### src/rtl/iter_alu_pkg.sv
// Shared definitions for the iterative ALU: opcode encodings and FSM state codes.
// Imported by the top level and the testbench.
package iter_alu_pkg;

  typedef enum logic [3:0] {
    OP_ADD  = 4'd0,
    OP_ADDU = 4'd1,
    OP_SUB  = 4'd2,
    OP_SUBU = 4'd3,
    OP_AND  = 4'd4,
    OP_OR   = 4'd5,
    OP_XOR  = 4'd6,
    OP_SLT  = 4'd7,
    OP_SLTU = 4'd8,
    OP_LUI  = 4'd9,
    OP_MULU = 4'd10,
    OP_DIVU = 4'd11
  } op_e;

  typedef logic [1:0] state_t;

  localparam state_t ST_IDLE = 2'd0;
  localparam state_t ST_MUL  = 2'd1;
  localparam state_t ST_DIV  = 2'd2;
  localparam state_t ST_DONE = 2'd3;

endpackage

### src/rtl/iter_alu_if.sv
// Request/response bundle of the iterative ALU.
// The master drives the request; the slave (the ALU) returns the ready, the result and the flags.
interface iter_alu_if #(
  parameter int WIDTH = 32,
  parameter int OPW   = 4
);
  logic             in_valid;
  logic             in_ready;
  logic [OPW-1:0]   op;
  logic [WIDTH-1:0] a;
  logic [WIDTH-1:0] b;
  logic             out_valid;
  logic [WIDTH-1:0] result;
  logic [WIDTH-1:0] result_hi;
  logic             carry_out;
  logic             overflow;
  logic             zero;
  logic             div_zero;

  modport master (
    output in_valid, op, a, b,
    input  in_ready, out_valid, result, result_hi, carry_out, overflow, zero, div_zero
  );

  modport slave (
    input  in_valid, op, a, b,
    output in_ready, out_valid, result, result_hi, carry_out, overflow, zero, div_zero
  );
endinterface

### src/rtl/iter_muldiv.sv
// Iterative engine: unsigned shift-add multiply or restoring divide, one bit per cycle.
// lo/hi show the value after the iteration in progress, so they are final while done is high.
module iter_muldiv #(
  parameter int WIDTH = 32
) (
  input  logic             clk,
  input  logic             reset,
  input  logic             start,
  input  logic             is_div,
  input  logic [WIDTH-1:0] a,
  input  logic [WIDTH-1:0] b,
  output logic             busy,
  output logic             done,
  output logic [WIDTH-1:0] lo,
  output logic [WIDTH-1:0] hi
);
  localparam int CW = $clog2(WIDTH + 1);

  logic [WIDTH-1:0] r_hi, r_lo, r_b;
  logic             r_is_div;
  logic [CW-1:0]    r_cnt;

  logic [WIDTH:0]   w_sum, w_shift;
  logic [WIDTH-1:0] w_sub, w_hi_next, w_lo_next;
  logic             w_ge;

  // Multiply: {hi,lo} holds partial product / multiplier. Divide: hi = remainder, lo = dividend/quotient.
  always_comb begin
    w_sum   = {1'b0, r_hi} + (r_lo[0] ? {1'b0, r_b} : '0);
    w_shift = {r_hi, r_lo[WIDTH-1]};
    w_ge    = w_shift >= {1'b0, r_b};
    w_sub   = w_shift[WIDTH-1:0] - r_b;
    if (r_is_div) begin
      w_hi_next = w_ge ? w_sub : w_shift[WIDTH-1:0];
      w_lo_next = {r_lo[WIDTH-2:0], w_ge};
    end else begin
      w_hi_next = w_sum[WIDTH:1];
      w_lo_next = {w_sum[0], r_lo[WIDTH-1:1]};
    end
  end

  always_ff @(posedge clk) begin
    if (reset) begin
      r_hi     <= '0;
      r_lo     <= '0;
      r_b      <= '0;
      r_is_div <= 1'b0;
      r_cnt    <= '0;
    end else if (start) begin
      r_hi     <= '0;
      r_lo     <= a;
      r_b      <= b;
      r_is_div <= is_div;
      r_cnt    <= CW'(WIDTH);
    end else if (busy) begin
      r_hi     <= w_hi_next;
      r_lo     <= w_lo_next;
      r_cnt    <= r_cnt - CW'(1);
    end
  end

  // A zero divisor needs no special case: every trial subtract succeeds,
  // leaving an all-ones quotient and the dividend as remainder.
  assign busy = (r_cnt != '0);
  assign done = (r_cnt == CW'(1));
  assign lo   = w_lo_next;
  assign hi   = w_hi_next;

endmodule

### src/rtl/iter_alu.sv
// Iterative ALU top: single-cycle ops registered straight into the result fields,
// MULU/DIVU handed to iter_muldiv; results are held until the next out_valid.
module iter_alu
  import iter_alu_pkg::*;
#(
  parameter int WIDTH = 32,
  parameter int OPW   = 4
) (
  input logic        clk,
  input logic        reset,
  iter_alu_if.slave  bus
);
  state_t           r_state;
  logic [WIDTH-1:0] r_result, r_result_hi;
  logic             r_carry, r_ovf, r_zero, r_div_zero, r_b_zero;

  logic             w_accept, w_is_mul, w_is_div;
  logic             w_md_busy, w_md_done;
  logic [WIDTH-1:0] w_md_lo, w_md_hi;
  logic [WIDTH:0]   w_sum, w_diff;
  logic [WIDTH-1:0] w_res;
  logic             w_carry, w_ovf, w_zero, w_known;

  assign bus.in_ready = ~w_md_busy & ((r_state == ST_IDLE) | (r_state == ST_DONE));
  assign w_accept     = bus.in_valid & bus.in_ready;
  assign w_is_mul     = (bus.op == OPW'(OP_MULU));
  assign w_is_div     = (bus.op == OPW'(OP_DIVU));

  iter_muldiv #(.WIDTH(WIDTH)) u_muldiv (
    .clk    (clk),
    .reset  (reset),
    .start  (w_accept & (w_is_mul | w_is_div)),
    .is_div (w_is_div),
    .a      (bus.a),
    .b      (bus.b),
    .busy   (w_md_busy),
    .done   (w_md_done),
    .lo     (w_md_lo),
    .hi     (w_md_hi)
  );

  assign w_sum  = {1'b0, bus.a} + {1'b0, bus.b};
  assign w_diff = {1'b0, bus.a} - {1'b0, bus.b};

  // Evaluated on the accepted operands and latched on the accept edge, giving out_valid one cycle later.
  always_comb begin
    w_res   = '0;
    w_carry = 1'b0;
    w_ovf   = 1'b0;
    w_known = 1'b1;
    case (bus.op)
      OPW'(OP_ADD): begin
        w_res   = w_sum[WIDTH-1:0];
        w_carry = w_sum[WIDTH];
        w_ovf   = (bus.a[WIDTH-1] == bus.b[WIDTH-1]) && (w_sum[WIDTH-1] != bus.a[WIDTH-1]);
      end
      OPW'(OP_ADDU): begin
        w_res   = w_sum[WIDTH-1:0];
        w_carry = w_sum[WIDTH];
      end
      OPW'(OP_SUB): begin
        w_res   = w_diff[WIDTH-1:0];
        w_carry = ~w_diff[WIDTH];
        w_ovf   = (bus.a[WIDTH-1] != bus.b[WIDTH-1]) && (w_diff[WIDTH-1] != bus.a[WIDTH-1]);
      end
      OPW'(OP_SUBU): begin
        w_res   = w_diff[WIDTH-1:0];
        w_carry = ~w_diff[WIDTH];
      end
      OPW'(OP_AND):  w_res = bus.a & bus.b;
      OPW'(OP_OR):   w_res = bus.a | bus.b;
      OPW'(OP_XOR):  w_res = bus.a ^ bus.b;
      OPW'(OP_SLT):  w_res = {{(WIDTH-1){1'b0}}, ($signed(bus.a) < $signed(bus.b))};
      OPW'(OP_SLTU): w_res = {{(WIDTH-1){1'b0}}, (bus.a < bus.b)};
      OPW'(OP_LUI):  w_res = {bus.b[WIDTH/2-1:0], {(WIDTH/2){1'b0}}};
      default:       w_known = 1'b0;
    endcase
    // Undefined opcodes report every flag low, including zero.
    w_zero = w_known && (w_res == '0);
  end

  always_ff @(posedge clk) begin
    if (reset) begin
      r_state     <= ST_IDLE;
      r_result    <= '0;
      r_result_hi <= '0;
      r_carry     <= 1'b0;
      r_ovf       <= 1'b0;
      r_zero      <= 1'b0;
      r_div_zero  <= 1'b0;
      r_b_zero    <= 1'b0;
    end else begin
      case (r_state)
        ST_IDLE, ST_DONE: begin
          if (!w_accept) begin
            r_state <= ST_IDLE;
          end else if (w_is_mul) begin
            r_state <= ST_MUL;
          end else if (w_is_div) begin
            r_state  <= ST_DIV;
            r_b_zero <= (bus.b == '0);
          end else begin
            r_state     <= ST_DONE;
            r_result    <= w_res;
            r_result_hi <= '0;
            r_carry     <= w_carry;
            r_ovf       <= w_ovf;
            r_zero      <= w_zero;
            r_div_zero  <= 1'b0;
          end
        end
        ST_MUL, ST_DIV: begin
          if (w_md_done) begin
            r_state     <= ST_DONE;
            r_result    <= w_md_lo;
            r_result_hi <= w_md_hi;
            r_carry     <= 1'b0;
            r_ovf       <= 1'b0;
            r_zero      <= (w_md_lo == '0);
            r_div_zero  <= (r_state == ST_DIV) && r_b_zero;
          end
        end
        default: r_state <= ST_IDLE;
      endcase
    end
  end

  assign bus.out_valid = (r_state == ST_DONE);
  assign bus.result    = r_result;
  assign bus.result_hi = r_result_hi;
  assign bus.carry_out = r_carry;
  assign bus.overflow  = r_ovf;
  assign bus.zero      = r_zero;
  assign bus.div_zero  = r_div_zero;

endmodule

### src/flat_wrapper.sv
// flat-port wrapper written by rule: the top's interface ports become plain ports
module iter_alu_flat import iter_alu_pkg::*;
#(
  parameter int WIDTH = 32,
  parameter int OPW   = 4
)
  (clk, reset, bus_in_valid, bus_op, bus_a, bus_b, bus_in_ready, bus_out_valid, bus_result, bus_result_hi, bus_carry_out, bus_overflow, bus_zero, bus_div_zero);
  iter_alu_if #(.WIDTH(WIDTH), .OPW(OPW)) bus_i ();
  input logic clk;
  input logic reset;
  input wire logic [$bits(bus_i.in_valid)-1:0] bus_in_valid;
  input wire logic [$bits(bus_i.op)-1:0] bus_op;
  input wire logic [$bits(bus_i.a)-1:0] bus_a;
  input wire logic [$bits(bus_i.b)-1:0] bus_b;
  output wire logic [$bits(bus_i.in_ready)-1:0] bus_in_ready;
  output wire logic [$bits(bus_i.out_valid)-1:0] bus_out_valid;
  output wire logic [$bits(bus_i.result)-1:0] bus_result;
  output wire logic [$bits(bus_i.result_hi)-1:0] bus_result_hi;
  output wire logic [$bits(bus_i.carry_out)-1:0] bus_carry_out;
  output wire logic [$bits(bus_i.overflow)-1:0] bus_overflow;
  output wire logic [$bits(bus_i.zero)-1:0] bus_zero;
  output wire logic [$bits(bus_i.div_zero)-1:0] bus_div_zero;
  assign bus_i.in_valid = bus_in_valid;
  assign bus_i.op = bus_op;
  assign bus_i.a = bus_a;
  assign bus_i.b = bus_b;
  assign bus_in_ready = bus_i.in_ready;
  assign bus_out_valid = bus_i.out_valid;
  assign bus_result = bus_i.result;
  assign bus_result_hi = bus_i.result_hi;
  assign bus_carry_out = bus_i.carry_out;
  assign bus_overflow = bus_i.overflow;
  assign bus_zero = bus_i.zero;
  assign bus_div_zero = bus_i.div_zero;
  iter_alu #(.WIDTH(WIDTH), .OPW(OPW)) u_core (.clk(clk), .reset(reset), .bus(bus_i));
endmodule
### config.mk
export PLATFORM = sky130hd
export DESIGN_NAME = iter_alu_flat
export DESIGN_NICKNAME = d
export VERILOG_FILES = /design/src/rtl/iter_alu_pkg.sv /design/src/rtl/iter_alu_if.sv /design/src/rtl/iter_muldiv.sv /design/src/rtl/iter_alu.sv /design/src/flat_wrapper.sv
export SDC_FILE = /design/constraint.sdc
export NUM_CORES = 1
export LEC_CHECK = 0
export ABC_CLOCK_PERIOD_IN_PS = 4950
export CAP_MARGIN = 25
export CORE_MARGIN = 5
export CORE_UTILIZATION = 60
export CTS_CLUSTER_DIAMETER = 30
export DETAILED_ROUTE_END_ITERATION = 10
export PLACE_DENSITY = 0.82
export SLEW_MARGIN = 20
export SYNTH_ARGS = -nofsm -noshare
export SYNTH_HDL_FRONTEND = slang
export SYNTH_SLANG_ARGS = --single-unit
### constraint.sdc
create_clock -name clk -period 4.95 [get_ports clk]
set_input_delay 0.99 -clock clk [delete_from_list [all_inputs] [get_ports clk]]
set_output_delay 0.99 -clock clk [all_outputs]
set_load 0.01 [all_outputs]
==> flow_results.org <==
** Die
- The floorplan step defined a core boundary enclosing 27000 um^2.
- Measured along the y axis, the die boundary spans 176 um.
- For this configuration, the core starts out at a cell density of 61.0%.
- Cell row count :: 60
- The die covers 30800 um^2.
- 141 I/O pins were placed.
- Measured along the x axis, the die boundary spans 176 um.

** Critical path
- Crit. End Element :: register
- Worst setup SP type :: input pin
- On the worst path, the slowest cell contributes a delay of 630 ps.
- Grouping stages by cell kind, the critical path spends the most delay in compound AO/OA/AOI/OAI gates.
- Critical path fanouts, max :: 5
- Data arrives at the worst endpoint at 5110 ps.
- Number of buffers and inverters on the critical path :: 3
- Critical path class :: in -> reg
- CP cell instances :: clkdlybuf4s50_1, inv_1, ha_1, buf_4, o21ai_0, o21ai_0, and3_1, a311oi_1, a311oi_1, xnor2_1, a221oi_1, and3_1, nand4_1, nor4b_1, nand4_1, o41ai_2
- Standard cell with the maximum stage delay on the critical path :: clkdlybuf4s50_1
- Data on the critical path is required at its endpoint by 5310 ps.

** Timing
- Worst Clk Skew :: 17.3 ps
- Worst slew pin tran :: 1030 ps
- Share of the clock period used by the worst path :: 96.1%
- After layout, the minimum clock period comes to 4750 ps.
- Final setup viols :: 0
- Number of hold-slack violations in the final timing report :: 0
- FMAX :: 210 MHz
- Worst Hold Margin :: 455 ps
- Setup repair after global routing missed its margin :: no
- Slew margin rel. :: 31.3%
- Setup total negative slack on the finished layout was measured at 0 ps.
- The final count of pins violating max slew is 0.

** Pwr
- Power density relative to cell area :: 461 nW/um^2
- Leakage component of the power :: 8.53 nW
- The design draws 9.12 mW.
- VDD sags by at most 489 uV.

** Synthesis
- #FFs+latches synth :: 174
- Post-synthesis cell area :: 16400 um^2
- Sequential area share after synthesis :: 21.2%
- Net Count, Synth :: 2512
- Yosys warning count :: 0
- Dominant cell type by area after synthesis :: dfxtp_1
- Top post-synthesis cells by area :: dfxtp_1 (21%), ha_1 (14%), a21oi_1 (7.9%)
- After synthesis, the share of flip-flops with an asynchronous set or reset is 0%.
- The netlist uses 85 different library cells.
- For this run, the leading register cell type out of synthesis is dfxtp_1.
- In this run, synthesis inferred 0 flip-flops with an integrated enable.
- In this run the mean area of a mapped cell was 7.29 um^2.
- Top cell type's share of synthesized area :: 21.2%
- Cells after synthesis :: 2256

** Global route
- Entering global routing, the biggest net connects 62 pins.
- The number of global-route vias before repair was 18100.
- Overflow left after global routing :: 0
- Global routing consumed, over all layers together, 41.4% of the routing resources.
- First-pass GRT wire length :: 101 mm
- The number of antenna violations at the first check in global routing came to 1.

** Place
- The congestion estimate from routability-driven global placement came to 1.07.
- Input and output buffers added on the ports amount to 140.
- Estimated wirelength of the detail-placed design :: 51.0 mm

** Clocking
- Clock tree synthesis selected as its root buffer the cell clkbuf_16.
- Counting along the longest clock path gives a buffer depth of 2.
- Clock-pin slew was measured on the worst setup and hold paths at 70 ps.
- For the worst-skew pair, the clock arrives at the later sink with an insertion delay of 470 ps.
- TritonCTS created 17 clock buffers.
- TritonCTS clock tree :: built
- Htree depth :: 4
- Counting every sink on the clock net gives 174.
- Setup fix buffers added after clock tree synthesis :: 0

** Drt
- Iteration-0 DRC count of the detailed router :: 2538
- Vias after detailed routing :: 19000
- Post-DR vias/cell :: 6.74
- For this block, the routed nets add up to 66.5 mm of wire.
- In this run the remaining antenna-violating nets after routing total 0.
- In the final routed layout, each cell accounts on average for 23.6 um.
- Before antenna repair, the detailed router went through 10 iterations.
- After detailed routing, the number of remaining DRC violations is 0.

** Min path
- The path class of the tightest hold or removal check is reg -> reg.

** Final layout
- Number of filler instances in the final layout :: 2145
- Synth-to-layout area growth :: 20.3%
- For this run, the post-layout net count is 2722.
- Layout cell share with drive strength beyond 1 :: 11.5%

** Flow run
- Max Cap Violations :: 0

** Run status
- The run finished with clean final reports.
[cells in the final DEF, fill, tap and decap left out, types with 9 or more instances in the layout]
master             n
nand2b_1          20
ha_1             180
a221oi_1          17
xnor2_1           57
a31oi_1           20
nor2_1           191
inv_1            158
a21o_1            61
clkdlybuf4s50_1  138
o21bai_1          15
xor2_1            22
nor2b_1           15
nor3_1            39
and2_1            37
clkbuf_16         17
o221ai_1          12
nor4_1            28
a211oi_1          47
mux2_2            34
o31ai_1           17
o21ai_0          140
buf_4            182
and3_1            20
o211ai_1          31
nand2_1          248
dfxtp_1          173
nand3_1           41
a21oi_1          258
o21a_1             9
a22oi_1           41
mux2i_1           18
nand4_1           16
or3_1              9
[flip-flops by register name (all words and copies together) (netlist names)]
signal	flops
u_core.bus.result	32
u_core.bus.result_hi	32
u_core.u_muldiv.r_b	32
u_core.u_muldiv.r_hi	32
u_core.u_muldiv.r_lo	32
u_core.u_muldiv.r_cnt	6
u_core.r_state	2
u_core.bus.carry_out	1
u_core.bus.div_zero	1
u_core.bus.overflow	1
u_core.bus.zero	1
u_core.r_b_zero	1
u_core.u_muldiv.r_is_div	1
[layer usage]
layer / GRT usage, % / routed length, um
met4: 25.4 / 4720
met2: 67.4 / 30100
met1: 50.1 / 24100
met3: 8.61 / 7520
met5: 0 / 13
[worst register-to-register path, cell delays in order, from the launching register on]
cell and delay, ps:
dfxtp_1 340, inv_1 90, ha_1 220, inv_1 70
fa_1 210, a21o_1 140, a21o_1 180, a221oi_1 150
a21o_1 240, a211oi_1 590, o2111ai_1 240, a311oi_1 780
a31oi_1 230, mux2i_1 190, nor2_1 70, or3_1 360
a21oi_1 150
[cells by family after synthesis]
logic type / after synthesis / synth area share (%)
AO/OA/AOI/OAI: 769 / 30.2
XOR/XNOR: 79 / 4.21
adder cells (fa/ha/maj): 185 / 14.3
buffers and inverters: 291 / 6.78
flip-flops: 174 / 21.2
multiplexers: 52 / 3.42
AND/OR/NAND/NOR: 706 / 20.0
[where the power goes]
part,leakage [nW],internal [mW],switching (mW)
Combinational,6.82,2.17,3.58
Clock,0.301,0.775,0.702
Sequential,1.41,1.66,0.238
Total,8.53,4.60,4.52
[final cells by class]
| cell class | instances | area, um^2 | share of cell area (%) |
|---|---|---|---|
| Multi-Input combinational cell | 1791 | 11900 | 60.1 |
| Sequential cell | 174 | 3490 | 17.6 |
| Timing Repair Buffer | 322 | 2760 | 13.9 |
| Inverter | 160 | 601 | 3.04 |
| Clock buffer | 18 | 429 | 2.17 |
| Tap cell | 341 | 427 | 2.16 |
| Clock inverter | 14 | 199 | 1.01 |
| Antenna cell | 1 | 2.50 | 0.0127 |
[synthesized netlist by cell type (21+ instances only)]
library cell,n
inv_1,158
and2_1,37
a22oi_1,41
ha_1,181
xnor2_1,57
a21oi_1,258
clkbuf_1,99
nor3_1,39
mux2_2,34
a211oi_1,48
nor4_1,28
nor2_1,193
nand2_1,248
and3_1,21
dfxtp_1,174
xor2_1,22
a21o_1,61
nand3_1,42
o211ai_1,31
o21ai_0,140
[path summary, 6_finish.rpt]
kind | startpoint | to | slack, ps | cells past startpoint
hold / removal | u_core.bus.result[16]$_SDFFE_PP0P_ | u_core.bus.result[16]$_SDFFE_PP0P_ | 460 | 2
setup reg to reg | u_core.u_muldiv.r_lo[31]$_SDFFE_PP0P_ | u_core.u_muldiv.r_hi[30]$_SDFFE_PP0P_ | 620 | 16
setup / recovery | bus_a[3] | u_core.bus.zero$_SDFFE_PP0P_ | 200 | 16
hold reg to reg | u_core.bus.result[16]$_SDFFE_PP0P_ | u_core.bus.result[16]$_SDFFE_PP0P_ | 460 | 2
[metrics by stage]
stage	worst slack, ps	utilization (%)	instance area [um^2]	cells
finish	195	73.4	19800	2821
global route	34.3	73.4	19800	2820
CTS	109	73.4	19800	2819
detailed placement	-355	71.0	19100	2787
global placement	-248	71.0	19100	2787
floorplan	978	-	16400	2256
[timing repair]
action,in CTS,in global routing
setup endpoints to repair,0,2
hold buffers,0,0
resized for setup,0,1
Note: power is estimated with default switching activity, not from simulation.
